[config.mk]
export PLATFORM = sky130hd
export DESIGN_NAME = seven_seg_scan_dec
export DESIGN_NICKNAME = d
export VERILOG_FILES = /design/src/rtl/seven_seg_scan_dec.sv
export SDC_FILE = /design/constraint.sdc
export NUM_CORES = 1
export LEC_CHECK = 0
export ABC_AREA = 1
export CAP_MARGIN = 20
export CORE_MARGIN = 3
export CORE_UTILIZATION = 55
export CTS_CLUSTER_SIZE = 24
export DETAILED_ROUTE_END_ITERATION = 16
export GPL_ROUTABILITY_DRIVEN = 0
export PLACE_DENSITY = 0.75
export SLEW_MARGIN = 30
export SYNTH_ARGS = -nofsm -noshare
export SYNTH_HDL_FRONTEND = slang
export SYNTH_SLANG_ARGS = --single-unit
export TNS_END_PERCENT = 10
[constraint.sdc]
create_clock -name clk -period 8.2 [get_ports clk]
set_input_delay 1.64 -clock clk [delete_from_list [all_inputs] [get_ports clk]]
set_output_delay 1.64 -clock clk [all_outputs]
set_load 0.02 [all_outputs]
[src/rtl/seven_seg_scan_dec.sv]
// seven_seg_scan_dec
//
// Receive-side decoder for a time-multiplexed, active-low 7-segment display
// bus. The shared segment lines and per-digit anode enables are sampled, each
// digit's glyph is captured once it has been stable long enough, and the
// glyph is turned back into the 4-bit hex value it represents.
//
// Parameters:
//   NUM_DIGITS     number of multiplexed digits / anode lines (1..8)
//   STABLE_CYCLES  consecutive identical samples needed before a capture (>=2)
//   TIMEOUT_CYCLES cycles without a fresh capture before a digit's valid drops
//
// Ports:
//   clk          system clock
//   rst          synchronous active-high reset
//   seg_n        segment lines, active-low, bit0=a ... bit6=g
//   an_n         anode enables, active-low, one-hot when driven
//   digits       decoded hex, digit k in bits [4k+3:4k]
//   digit_valid  digit k holds a recent legal capture
//   digit_err    last stable pattern on digit k was not a legal hex glyph
//   update       one-cycle pulse on any capture (legal or illegal)
//   frame_done   one-cycle pulse once every digit has been captured
//   anode_err    sticky flag: two or more anodes were active at once

module seven_seg_scan_dec #(
  parameter int NUM_DIGITS     = 4,
  parameter int STABLE_CYCLES  = 8,
  parameter int TIMEOUT_CYCLES = 65536
) (
  input  logic                    clk,
  input  logic                    rst,
  input  logic [6:0]              seg_n,
  input  logic [NUM_DIGITS-1:0]   an_n,
  output logic [4*NUM_DIGITS-1:0] digits,
  output logic [NUM_DIGITS-1:0]   digit_valid,
  output logic [NUM_DIGITS-1:0]   digit_err,
  output logic                    update,
  output logic                    frame_done,
  output logic                    anode_err
);

  localparam int CNT_W = $clog2(STABLE_CYCLES + 1);
  localparam int AGE_W = $clog2(TIMEOUT_CYCLES + 1);
  localparam int ACT_W = $clog2(NUM_DIGITS + 1);

  typedef enum logic [1:0] {
    ST_IDLE,
    ST_TRACK,
    ST_HELD
  } state_t;

  // Returns {legal, value}; an unrecognised pattern yields legal = 0.
  function automatic logic [4:0] decode_glyph(input logic [6:0] seg);
    logic [4:0] res;
    case (seg)
      7'b1000000: res = {1'b1, 4'h0};
      7'b1111001: res = {1'b1, 4'h1};
      7'b0100100: res = {1'b1, 4'h2};
      7'b0110000: res = {1'b1, 4'h3};
      7'b0011001: res = {1'b1, 4'h4};
      7'b0010010: res = {1'b1, 4'h5};
      7'b0000010: res = {1'b1, 4'h6};
      7'b1111000: res = {1'b1, 4'h7};
      7'b0000000: res = {1'b1, 4'h8};
      7'b0010000: res = {1'b1, 4'h9};
      7'b0001000: res = {1'b1, 4'hA};
      7'b0000011: res = {1'b1, 4'hB};
      7'b1000110: res = {1'b1, 4'hC};
      7'b0100001: res = {1'b1, 4'hD};
      7'b0000110: res = {1'b1, 4'hE};
      7'b0001110: res = {1'b1, 4'hF};
      default:    res = 5'b0_0000;
    endcase
    return res;
  endfunction

  // Sample stage. Anodes are kept active-high internally so that the reset
  // value (all zero) means "no digit driven" and cannot look like a clash.
  logic [6:0]            seg_s_q, seg_s_d;
  logic [NUM_DIGITS-1:0] an_s_q, an_s_d;
  logic [6:0]            prev_seg_q, prev_seg_d;
  logic [NUM_DIGITS-1:0] prev_an_q, prev_an_d;

  // Observation FSM and stability counter.
  state_t                state_q, state_d;
  logic [CNT_W-1:0]      cnt_q, cnt_d;

  // Per-digit result state.
  logic [4*NUM_DIGITS-1:0] digits_q, digits_d;
  logic [NUM_DIGITS-1:0]   valid_q, valid_d;
  logic [NUM_DIGITS-1:0]   err_q, err_d;
  logic [AGE_W-1:0]        age_q [NUM_DIGITS];
  logic [AGE_W-1:0]        age_d [NUM_DIGITS];

  // Event outputs and frame tracking.
  logic                  update_q, update_d;
  logic                  frame_done_q, frame_done_d;
  logic                  anode_err_q, anode_err_d;
  logic [NUM_DIGITS-1:0] seen_q, seen_d;

  // Helpers derived from the current sample.
  logic [ACT_W-1:0]      active_cnt;
  logic                  one_hot;
  logic                  multi;
  logic                  same;
  logic [CNT_W-1:0]      cnt_inc;
  logic                  capture;
  logic [4:0]            glyph;
  logic [NUM_DIGITS-1:0] seen_next;

  // Sample the pins once; the previous sample is kept so stability can be
  // judged by comparing consecutive samples rather than raw pins.
  always_comb begin
    seg_s_d    = seg_n;
    an_s_d     = ~an_n;
    prev_seg_d = seg_s_q;
    prev_an_d  = an_s_q;
  end

  // Classify the sampled anode pattern and compare it to the previous one.
  always_comb begin
    active_cnt = '0;
    for (int k = 0; k < NUM_DIGITS; k++) begin
      active_cnt = active_cnt + ACT_W'(an_s_q[k]);
    end
    one_hot = (active_cnt == ACT_W'(1));
    multi   = (active_cnt > ACT_W'(1));
    same    = (an_s_q == prev_an_q) && (seg_s_q == prev_seg_q);
    cnt_inc = cnt_q + CNT_W'(1);
  end

  // Next-state logic. The counter holds how many identical samples have been
  // seen, including the current one, so a capture fires on the sample that
  // completes the run and the result lands one clock later.
  always_comb begin
    state_d = state_q;
    cnt_d   = cnt_q;
    capture = 1'b0;
    if (!one_hot) begin
      state_d = ST_IDLE;
      cnt_d   = '0;
    end else begin
      case (state_q)
        ST_IDLE: begin
          state_d = ST_TRACK;
          cnt_d   = CNT_W'(1);
        end
        ST_TRACK: begin
          if (same) begin
            cnt_d = cnt_inc;
            if (cnt_inc == CNT_W'(STABLE_CYCLES)) begin
              capture = 1'b1;
              state_d = ST_HELD;
            end
          end else begin
            cnt_d = CNT_W'(1);
          end
        end
        ST_HELD: begin
          if (!same) begin
            state_d = ST_TRACK;
            cnt_d   = CNT_W'(1);
          end
        end
        default: begin
          state_d = ST_IDLE;
          cnt_d   = '0;
        end
      endcase
    end
  end

  // Per-digit capture and ageing. The capturing digit is the single active
  // anode of the current sample. An illegal glyph keeps the last good value
  // but marks the digit as errored and not valid.
  always_comb begin
    glyph    = decode_glyph(seg_s_q);
    digits_d = digits_q;
    valid_d  = valid_q;
    err_d    = err_q;
    for (int k = 0; k < NUM_DIGITS; k++) begin
      if (age_q[k] < AGE_W'(TIMEOUT_CYCLES)) begin
        age_d[k] = age_q[k] + AGE_W'(1);
      end else begin
        age_d[k] = age_q[k];
      end
      if (capture && an_s_q[k]) begin
        age_d[k] = '0;
        if (glyph[4]) begin
          digits_d[4*k +: 4] = glyph[3:0];
          valid_d[k]         = 1'b1;
          err_d[k]           = 1'b0;
        end else begin
          valid_d[k] = 1'b0;
          err_d[k]   = 1'b1;
        end
      end else if (age_d[k] == AGE_W'(TIMEOUT_CYCLES)) begin
        valid_d[k] = 1'b0;
      end
    end
  end

  // Event pulses and frame bookkeeping. The capture that completes the mask
  // is folded in before the mask is cleared, so it is never lost.
  always_comb begin
    update_d     = capture;
    anode_err_d  = anode_err_q | multi;
    seen_next    = seen_q | (capture ? an_s_q : '0);
    frame_done_d = 1'b0;
    seen_d       = seen_next;
    if (&seen_next) begin
      frame_done_d = 1'b1;
      seen_d       = '0;
    end
  end

  // State registers; reset overrides any capture pending in the same cycle.
  always_ff @(posedge clk) begin
    if (rst) begin
      seg_s_q      <= '0;
      an_s_q       <= '0;
      prev_seg_q   <= '0;
      prev_an_q    <= '0;
      state_q      <= ST_IDLE;
      cnt_q        <= '0;
      digits_q     <= '0;
      valid_q      <= '0;
      err_q        <= '0;
      update_q     <= 1'b0;
      frame_done_q <= 1'b0;
      anode_err_q  <= 1'b0;
      seen_q       <= '0;
      for (int k = 0; k < NUM_DIGITS; k++) begin
        age_q[k] <= '0;
      end
    end else begin
      seg_s_q      <= seg_s_d;
      an_s_q       <= an_s_d;
      prev_seg_q   <= prev_seg_d;
      prev_an_q    <= prev_an_d;
      state_q      <= state_d;
      cnt_q        <= cnt_d;
      digits_q     <= digits_d;
      valid_q      <= valid_d;
      err_q        <= err_d;
      update_q     <= update_d;
      frame_done_q <= frame_done_d;
      anode_err_q  <= anode_err_d;
      seen_q       <= seen_d;
      for (int k = 0; k < NUM_DIGITS; k++) begin
        age_q[k] <= age_d[k];
      end
    end
  end

  assign digits      = digits_q;
  assign digit_valid = valid_q;
  assign digit_err   = err_q;
  assign update      = update_q;
  assign frame_done  = frame_done_q;
  assign anode_err   = anode_err_q;

endmodule

==> After elaboration in Yosys (flattened, before gate mapping) <==
Memory sizes are Yosys's and may differ from the RTL's.
Cells that the tools add are included.
{ "op_classes": {"n_bitwise": 8, "n_lt_le_gt_ge": 5, "reduce_logical": 19, "eq_ne": 28, "n_addsub": 8, "muxes": 39} }
{ "op_table": {"columns": ["cell", "n"], "rows": [
  ["$mux 17", 12],
  ["$pmux 5 s16", 1],
  ["$add 17x1->17 const B", 4],
  ["$eq 17x17->1 const B", 4],
  ["$lt 17x17->1 const B", 4],
  ["$eq 7x7->1 const B", 4],
  ["$eq 7x5->1 const B", 3],
  ["$eq 7x6->1 const B", 3],
  ["$mux 1", 18],
  ["$eq 7x2->1 const B", 2],
  ["$eq 7x4->1 const B", 2],
  ["$mux 4", 3],
  ["$pmux 4 s3", 1],
  ["$reduce_and 2->1", 4],
  ["$reduce_bool 2->1", 4],
  ["$eq 7x3->1 const B", 1],
  ["$eq 7x7->1", 1],
  ["$logic_not 7->1", 1],
  ["$mux 2", 3],
  ["$ne 2x2->1 const B", 3],
  ["$pmux 2 s3", 1],
  ["$logic_and 1x1->1", 5],
  ["$or 1x1->1", 5],
  ["$add 4x1->4 const B", 1],
  ["16 further kinds", 17]
]} }
{ "totals": {"wordCells": 130, "n_memories": 1, "ff_bits": 59, "ramBits": 68, "output_inout_bits": 27, "input_bits": 13} }
{ "mem_list": {"columns": ["memory", "words", "width", "rd", "rd_ports_with_merged_regs", "write_ports", "line_no", "text"], "rows": [
  ["age_q", 4, 17, 4, 0, 4, "92", "logic [AGE_W-1:0] age_q [NUM_DIGITS];"]
]} }

==> Longest topological paths before layout <==
Gate-level depths: netlist of run 1.
{ "logic_depth": {"depth_word": 10, "mapped_depth": 14} }

==> Least setup slack after synthesis of run 1 <==
Ideal clock, no wire load.
{ "synth_timing": {"path_type": "reg2reg", "startpoint": "register an_s_q[0]", "endpoint": "register seen_q[0]", "setup_ns": 0.134, "path_stages_with_launch": 13, "setup_slack_ns": 5.592, "arrival_time_ns": 2.474, "path_cell_list": "dfxtp_1 > inv_2 > fa_1 > inv_1 > ha_1 > inv_1 > ha_1 > nor3b_4 > nand3_4 > nand2_4 > nand2_4 > nor2_8 > nor3_2"} }
{ "synth_between": {"elab_chain_len": 9} }
{ "synth_lines": {"columns": ["element", "line_no", "text"], "rows": [
  ["from (decl)", "80", "logic [NUM_DIGITS-1:0] an_s_q, an_s_d;"],
  ["from (signal assigned)", "238", "an_s_q <= an_s_d;"],
  ["$add 1x1->2 or $eq 4x4->1 (tied branches)", "124, 128", null],
  ["$add 2x1->3 or $logic_and 1x1->1 (tied branches)", "124, 128", null],
  ["$add 3x1->3 or $mux 1 (tied branches)", "124, 149", null],
  ["$eq 3x1->1 or $mux 1 (tied branches)", "126, 143", null],
  ["$mux 1", "139", "if (!one_hot) begin"],
  ["$mux 4 *", "208", "seen_next = seen_q | (capture ? an_s_q : '0);"],
  ["$or 4x4->4 *", "208", null],
  ["$reduce_and 4->1", "211", "if (&seen_next) begin"],
  ["$reduce_or 2->1 (no line)", null, null],
  ["to (signal assigned)", "249", "seen_q <= seen_d;"],
  ["to (decl)", "99", "logic [NUM_DIGITS-1:0] seen_q, seen_d;"]
]} }
Every way passes the cells marked *; elsewhere a longest branch is shown, timed or not.
A chain may end at the register's enable or synchronous reset.

==> Worst setup path after layout of run 1 <==
{ "layout_timing": {"startpoint": "register digits_q[11], in the netlist digits[11]", "endpoint": "output digits[11]"} }
{ "layout_rtl": {"columns": ["element", "line_no", "text"], "rows": [
  ["from (decl)", "89", "logic [4*NUM_DIGITS-1:0] digits_q, digits_d;"],
  ["from (signal assigned)", "243", "digits_q <= digits_d;"],
  ["to (decl)", "34", "output logic [4*NUM_DIGITS-1:0] digits,"]
]} }
No word-level cell between the ends.

==> results of run 1 <==
==> flip-flops by register name (all words and copies together), names as in the netlist, 2 cells and up <==
name,count
prev_an_q,4
an_s_q,4
prev_seg_q,7
digit_err,4
cnt_q,4
digits,16
digit_valid,4
seen_q,4
prev_seg_d,7
age_q,68
state_q,2
==> tightest hold or removal path, delay by kind of cell, from the launching register on <==
kind                   cells  cell delay (ps)
AO/OA/AOI/OAI              1               50
flip-flops                 1              300
buffers and inverters      1               50
==> stage by stage <==
step	worst slack [ps]	utilization [%]	power, mW	hold slack, ps	area, um2
after detailed placement	5100	61.1	0.743	452	7070
after floorplan	5590	-	0.723	461	6590
after CTS	5120	67.0	1.60	459	7740
final	5140	67.0	1.59	456	7740
after global routing	5090	67.0	1.64	481	7740
after global placement	5160	61.1	0.741	441	7070
==> area by class of cell <==
cell class              count  area, um2
fillers                  1000       3820
multi-input cells         664       3380
flip-flops and latches    127       2540
inverters                 149        574
clock buffers              20        467
repair buffers             40        393
clock inverters            11        210
well taps                 143        179
==> cells in the mapped netlist, types with 2 or more instances <==
cell and count:
o22ai_1 2, nand2_1 225, buf_6 3, nand4_1 24, o21bai_1 2, xnor2_1 10, nor3_2 7, nor2_1 159
inv_2 13, inv_1 131, xor2_1 14, nor2_4 2, clkinv_1 2, nor3_1 17, buf_2 3, nor2_2 7
nand3_1 74, nor2_8 2, nand3b_1 9, dfxtp_1 127, nand2_4 9, o21ai_0 14, or2_2 3, a21oi_2 2
a21oi_1 48, clkbuf_1 4, buf_4 4, nand3_4 6, a22oi_2 2, ha_1 9, clkinv_4 3, nand2_2 5
==> metal layers <==
| metal | vias up | GRT usage [%] | wire length (um) |
|---|---|---|---|
| met5 | - | 0 | 0 |
| met4 | 0 | 6.81 | 154 |
| met2 | 116 | 35.8 | 6470 |
| met1 | 2595 | 28.1 | 6510 |
| met3 | 20 | 6.37 | 598 |
| li1 | 3098 | - | - |
==> path summary, 6_finish.rpt <==
path	start	endpoint	slack (ps)	cells past startpoint
worst max-delay path	digits[11]	digits[11]	5140	1
worst min-delay path	anode_err	anode_err	460	2
worst min register to register	anode_err	anode_err	460	2
worst max register to register	an_s_q[1]	seen_q[0]	5350	12
==> power breakdown <==
group | switching [mW] | internal, mW
Clock | 0.267 | 0.590
Combinational | 0.0562 | 0.0316
Sequential | 0.0124 | 0.629
==> logic make-up (layout without fill, tap and decap cells) <==
family          Yosys count  after routing  share of synthesized area [%]
flops                   127            127                           38.6
xor+xnor                 24             24                           3.19
simple gates            552            552                           39.3
buf+inv                 164            220                           10.2
fa+ha+maj                10             10                           2.01
compound gates           78             78                           6.78
==> results.ini, run 1 <==
[run_status]
status=completed

[timing]
final-setup-viol-count=0
period_share_pct=37.3
finalHoldViolCount=0
tightest_slew_ps=554
slew_headroom_pct=62.8
tns_ps=0
slew_viol_final=0
max_freq_ghz=0.327
skew_ps=8.56
finalCriticalPeriod_ps=3060
rsz0062_at_grt=false

[logic_synthesis]
synthCells=955
synth_fp_nets=978
synth_top_area_cell=dfxtp_1
ys_async_sr_fraction_pct=0
synthFlopType=dfxtp_1
synth_cell_type_count=45
yosys_warnings=0
synth_area_leaders=dfxtp_1 (39%), nand2_1 (13%), nor2_1 (9.1%)
synth_seq_cells=127
postSynthAreaPerCell_um2=6.90
synth_top_area_share_pct=38.6
syn-cell-area_um2=6590
yosysSeqAreaShare_pct=38.6
synth_edf_count=0

[placed_design]
port_buffers=39
dp_hpwl_um=9730
dp.cells=1123

[detailed_routing]
avgRoutedWirePerCell_um=11.9
ant_nets=0
drt_wl_total_um=13700
drc=0
vias=5829
drt_iter0_markers=379
dr.pass1.iters=5
viasPerCell=5.05

[cells_and_area]
finalNetCount=1022
final_cell_mix=nand2_1 (225), nor2_1 (159), inv_1 (131)
antenna_cells=0
drive_above_1_share_pct=9.59
final_cells=1154
final_common_cell=nand2_1
area_growth_pct=17.5

[clock_tree]
clockBufferDepth=2
clk_latency_ps=420
cts_hold_buf=0
cts_root_buf=clkbuf_16
cts_buffers=17
h-tree-depth=4
post_cts_resized=0
cts_tree=built
clkTransAtPathRegs_ps=60
cts_sinks=127
post_cts_buffers=0

[setup_path]
crit_path_cell_trace=clkdlybuf4s50_1
cpMaxStageDelayCell=clkdlybuf4s50_1
critical_path_class=flip-flop to output port
cpPeakStageDelay_ps=620
crit_family=buffers and inverters
critPathRequiredTime_ps=6560
start_kind=flip-flop
path_max_fanout=2
timing.critical_path.buf_inv=1
endpoint_kind=output port
worstPathArrival_ps=1420

[die]
start_util_pct=57.0
placementRows=39
core_area_um2=11600
die_h_um=115
io_pins=40
die_w_um=115
dieArea_um2=13300

[global_route]
antenna_found_initial=0
grt_pass1_vias=5309
grtUsageTotal_pct=21.9
grt_start_max_net_pins=50
grt_pass1_wl_um=23400
grt-ovfl-total=0

[power_and_ir_drop]
powerDensity_nw_per_um2=205
p_leak_nw=3.26
max-vdd-ir-drop_mv=0.198

[worst_hold_path]
hold_path_class=flip-flop to flip-flop

[run]
cap_violations=0

Power figures use the tool's default switching activity.
==> inputs of run 2 (changes only) <==
==> constraint.sdc (replaced) <==
create_clock -name clk -period 2.9 [get_ports clk]
set_input_delay 0.58 -clock clk [delete_from_list [all_inputs] [get_ports clk]]
set_output_delay 0.58 -clock clk [all_outputs]
set_load 0.02 [all_outputs]
==> run 2 against run 1 <==
Against the previous run: combinational power grew to 3.0 times the previous value; die area stayed put; sequential cell count is the same; via count decreased by 0.19%; clock-buffer cell count rose by 1; register-to-register slack got worse by 5000 ps; cell area decreased by 0.61%; global-route usage grew 0.64 points; critical path type is now flip-flop to flip-flop.
==> results.ini, run 2 (synthesis gave the netlist of run 1 again) <==
[power_and_ir_drop]
p_leak_nw=3.24  ; was 3.26 nW
powerDensity_nw_per_um2=556  ; was 205 nW/um2
max-vdd-ir-drop_mv=0.516  ; was 0.198 mV
p_total_mw=4.28  ; was 1.59 mW

[cells_and_area]
final_common_cell=nand2_1  ; unchanged
antenna_cells=0  ; unchanged
multi_input_area_um2=3380  ; unchanged
largest_reg_flops=68  ; unchanged
final_cell_mix=nand2_1 (225), nor2_1 (159), inv_1 (131)  ; unchanged
area_growth_pct=16.7  ; was 17.5%
finalNetCount=1024  ; was 1,022
fillers=991  ; was 1,000
top_register=age_q  ; unchanged
drive_above_1_share_pct=9.57  ; was 9.59%
regArea_um2=2540  ; unchanged

[clock_tree]
post_cts_resized=0  ; unchanged
h-tree-depth=4  ; unchanged
post_cts_buffers=0  ; unchanged
clk_latency_ps=410  ; was 420 ps
cts_tree=built  ; unchanged
cts_sinks=127  ; unchanged
cts_root_buf=clkbuf_16  ; unchanged
clockBufferDepth=2  ; unchanged
cts_buffers=17  ; unchanged
cts_hold_buf=0  ; unchanged
clkTransAtPathRegs_ps=50  ; was 60 ps

[die]
start_util_pct=57.0  ; unchanged
die_h_um=115  ; unchanged
dieArea_um2=13300  ; unchanged
io_pins=40  ; unchanged
placementRows=39  ; unchanged
die_w_um=115  ; unchanged
core_area_um2=11600  ; unchanged

[timing]
finalHoldViolCount=0  ; unchanged
skew_ps=6.62  ; was 8.56 ps
tns_ps=0  ; unchanged
slew_viol_final=0  ; unchanged
max_freq_ghz=0.389
rsz0062_at_grt=false  ; unchanged
slew_headroom_pct=61.7  ; was 62.8%
whs_ps=447  ; was 456 ps
final-setup-viol-count=0  ; unchanged
tightest_slew_ps=571  ; was 554 ps
finalCriticalPeriod_ps=2570
period_share_pct=88.7

[detailed_routing]
drt_wl_total_um=14100  ; was 13,700 um
ant_nets=0  ; unchanged
vias=5818  ; was 5,829
avgRoutedWirePerCell_um=12.1  ; was 11.9 um
drt_iter0_markers=333  ; was 379
viasPerCell=5.03  ; was 5.05
drc=0  ; unchanged
dr.pass1.iters=5  ; unchanged

[setup_path]
rr_startpoint=an_s_q[1]  ; unchanged
path_max_fanout=5  ; was 2
r2r_end=digits[15]  ; was seen_q[0]
cp-endpoint=digits[15]  ; was digits[11]
critical_path_class=flip-flop to flip-flop  ; was flip-flop to output port
worstPathArrival_ps=2850  ; was 1420 ps
reg2reg_slack_ps=330  ; was 5350 ps
start_kind=flip-flop  ; unchanged
reg2reg_depth=13  ; was 12
critPathRequiredTime_ps=3180  ; was 6560 ps
endpoint_kind=flip-flop  ; was output port
cp-startpoint=an_s_q[1]  ; was digits[11]

[global_route]
grt_pass1_wl_um=24200  ; was 23,400 um
grt_pass1_vias=5413  ; was 5,309
antenna_found_initial=0  ; unchanged
grtUsageTotal_pct=22.6  ; was 21.9%
grt-ovfl-total=0  ; unchanged
grt_start_max_net_pins=49  ; was 50

[run]
cap_violations=0  ; unchanged

[placed_design]
dp_hpwl_um=10000  ; was 9730 um
port_buffers=39  ; unchanged

[run_status]
status=completed  ; unchanged

[worst_hold_path]
hold_path_class=flip-flop to flip-flop  ; unchanged

## run 2: cell count changes in the layout (fill, tap and decap cells not counted)
cell and change:
bufinv_16 -2, clkbuf_1 +3, buf_4 +2, clkinv_2 +1, clkbuf_8 -2, clkinv_4 +1
## run 2: worst min-delay path by stage
stage	from	end	slack [ps]	cells past startpoint
global route	digits[8]	digits[8]	490	2
finish	anode_err	anode_err	450	2
CTS	anode_err	anode_err	450	2
detailed placement	anode_err	anode_err	440	2
global placement	anode_err	anode_err	440	2
floorplan	age_q[3][15]	age_q[3][15]	460	2
## run 2: stage by stage
step           area [um2]  cells  worst slack [ps]  utilization [%]
2_1_floorplan        6590    955               292                -
3_3_place_gp         7080   1125               366             61.2
3_5_place_dp         7080   1125               326             61.2
4_1_cts              7700   1157               292             66.5
5_1_grt              7700   1157              50.1             66.5
6_report             7700   1157               328             66.5
## run 2: power breakdown
| part | internal (mW) | leakage [nW] | switching [mW] |
|---|---|---|---|
| logic | 0.0965 | 1.92 | 0.164 |
| clock network | 1.45 | 0.297 | 0.750 |
| registers | 1.78 | 1.03 | 0.0357 |
| total | 3.33 | 3.24 | 0.951 |
## run 2: final cells by class
| cell class | instances | share of cell area [%] |
|---|---|---|
| inverters | 149 | 7.46 |
| clock inverters | 11 | 2.13 |
| flip-flops and latches | 127 | 33.0 |
| well taps | 143 | 2.32 |
| clock buffers | 21 | 5.85 |
| repair buffers | 42 | 5.30 |
| multi-input cells | 664 | 43.9 |
## run 2: worst max-delay path, stage by stage (launching register included)
cell and delay (ps):
dfxtp_1 430, inv_2 80, fa_1 500, inv_1 50, ha_1 190, inv_1 60
ha_1 240, nor3b_4 200, buf_4 190, nand3_4 100, inv_2 110, nand2_2 90
a21oi_1 140, nor2_1 50
## run 2: routing by layer
metal,vias to the layer above,share of wire (%),GRT usage [%]
met5,-,0,0
met4,0,1.1,6.81
met3,14,4.4,5.27
met2,101,47,36.4
met1,2599,48,30.2
li1,3104,-,-
==> inputs of run 3 (changes only) <==
--- a/config.mk
+++ b/config.mk
@@ -7,7 +7,7 @@
 export LEC_CHECK = 0
 export ABC_AREA = 1
 export CAP_MARGIN = 20
-export CORE_MARGIN = 3
+export CORE_MARGIN = 10
 export CORE_UTILIZATION = 55
 export CTS_CLUSTER_SIZE = 24
 export DETAILED_ROUTE_END_ITERATION = 16
==> run 3 against run 2 <==
Against the previous run: hold slack better by 9.6 ps; critical path depth unchanged; clock-buffer cell count grew 1; global-route usage fell by 5.1 points; via count fell by 0.26%; critical endpoint unchanged; largest cell class unchanged.
==> results.ini, run 3 (synthesis gave the netlist of run 1 again) <==
[run_status]
status=completed  ; unchanged

[clock_tree]
clk_latency_ps=410  ; about the same
cts_tree=built  ; unchanged
cts_buffers=17  ; unchanged
cts_root_buf=clkbuf_16  ; unchanged
post_cts_resized=0  ; unchanged
cts_sinks=127  ; unchanged
h-tree-depth=4  ; unchanged
post_cts_buffers=0  ; unchanged
clkTransAtPathRegs_ps=50  ; about the same
clockBufferDepth=2  ; unchanged
cts_hold_buf=0  ; unchanged

[timing]
slew_headroom_pct=61.6  ; was 61.7%
finalCriticalPeriod_ps=2660  ; was 2570 ps
finalHoldViolCount=0  ; unchanged
rsz0062_at_grt=false  ; unchanged
tightest_slew_ps=572  ; was 571 ps
tns_ps=0  ; unchanged
final-setup-viol-count=0  ; unchanged
slew_viol_final=0  ; unchanged
skew_ps=5.48  ; was 6.62 ps
max_freq_ghz=0.375  ; was 0.389 GHz
setup_ws_ps=236  ; was 328 ps
period_share_pct=91.9  ; was 88.7%
whs_ps=457  ; was 447 ps

[setup_path]
worstPathArrival_ps=2940  ; was 2850 ps
endpoint_kind=flip-flop  ; unchanged
start_kind=flip-flop  ; unchanged
critical_path_class=flip-flop to flip-flop  ; unchanged
path_max_fanout=7  ; was 5
critPathRequiredTime_ps=3180  ; about the same

[die]
io_pins=40  ; unchanged
die_w_um=129  ; was 115 um
core_area_um2=11600  ; unchanged
placementRows=39  ; unchanged
die_h_um=129  ; was 115 um
dieArea_um2=16800  ; was 13,300 um2
start_util_pct=57.0  ; unchanged

[cells_and_area]
multi_input_area_um2=3380  ; unchanged
top_register=age_q  ; unchanged
finalNetCount=1023  ; was 1,024
largest_reg_flops=68  ; unchanged
final_cell_mix=nand2_1 (225), nor2_1 (159), inv_1 (131)  ; unchanged
drive_above_1_share_pct=9.58  ; was 9.57%
regArea_um2=2540  ; unchanged
fillers=1019  ; was 991
final_common_cell=nand2_1  ; unchanged
antenna_cells=0  ; unchanged
area_growth_pct=18.0  ; was 16.7%

[detailed_routing]
avgRoutedWirePerCell_um=12.0  ; was 12.1 um
viasPerCell=5.02  ; was 5.03
vias=5803  ; was 5,818
drt_wl_total_um=13900  ; was 14,100 um
ant_nets=0  ; unchanged
wl_met3_um=663  ; was 620 um
route.top_layer_used=met4  ; unchanged
drc=0  ; unchanged
drt-met1-wl_um=6720  ; about the same
route.met2.wl_um=6370  ; was 6560 um
drt_iter0_markers=364  ; was 333
dr.pass1.iters=6  ; was 5

[power_and_ir_drop]
powerDensity_nw_per_um2=589  ; was 556 nW/um2
p_leak_nw=3.28  ; was 3.24 nW
max-vdd-ir-drop_mv=0.494  ; was 0.516 mV

[global_route]
grt_pass1_vias=5480  ; was 5,413
grtUsageTotal_pct=17.5  ; was 22.6%
antenna_found_initial=0  ; unchanged
grt_pass1_wl_um=24100  ; was 24,200 um
grt-ovfl-total=0  ; unchanged
grt_start_max_net_pins=49  ; unchanged

[worst_hold_path]
hold_path_class=flip-flop to flip-flop  ; unchanged

[placed_design]
port_buffers=39  ; unchanged
dp_hpwl_um=10100  ; was 10,000 um
dp_slack_ps=282  ; was 326 ps

[run]
cap_violations=0  ; unchanged

## run 3: metal layers
metal	track usage [%]	vias to the layer above
li1	-	3109
met1	21.7	2596
met2	28.3	87
met3	5.14	11
met4	6.28	0
met5	0	-
## run 3: path summary, 6_finish.rpt
check                           startpoint         end  slack (ps)  cells past startpoint
worst max-delay path             an_s_q[1]  digits[15]         240                     13
worst min-delay path             anode_err   anode_err         460                      2
worst min register to register   anode_err   anode_err         460                      2
worst max register to register   an_s_q[1]  digits[15]         240                     13
## run 3: where the power goes
part / switching, mW / internal, mW
logic: 0.165 / 0.0933
clock network: 0.741 / 1.77
registers: 0.0359 / 1.78
total: 0.941 / 3.64
## run 3: area by class of cell
cell class | instances | share of cell area, %
clock buffer | 22 | 6.10
multi-input combinational | 664 | 43.4
sequential | 127 | 32.7
inverter | 149 | 7.38
tap | 143 | 2.30
clock inverter | 10 | 2.96
timing repair buffer | 41 | 5.15
## run 3: worst max-delay path, stage by stage, from the launching register on
cell	delay [ps]
dfxtp_1	440
inv_2	90
fa_1	520
inv_1	60
ha_1	190
inv_1	60
ha_1	240
nor3b_4	190
buf_4	220
nand3_4	110
inv_2	110
nand2_2	90
a21oi_1	160
nor2_1	60
## run 3: metrics by stage
| stage | total power [mW] | cells | area [um2] | utilization (%) |
|---|---|---|---|---|
| final | 4.58 | 1156 | 7780 | 67.3 |
| after global routing | 4.75 | 1156 | 7780 | 67.3 |
| after CTS | 4.62 | 1156 | 7780 | 67.3 |
| after detailed placement | 2.11 | 1124 | 7070 | 61.2 |
| after global placement | 2.10 | 1124 | 7070 | 61.2 |
| after floorplan | 2.05 | 955 | 6590 | - |
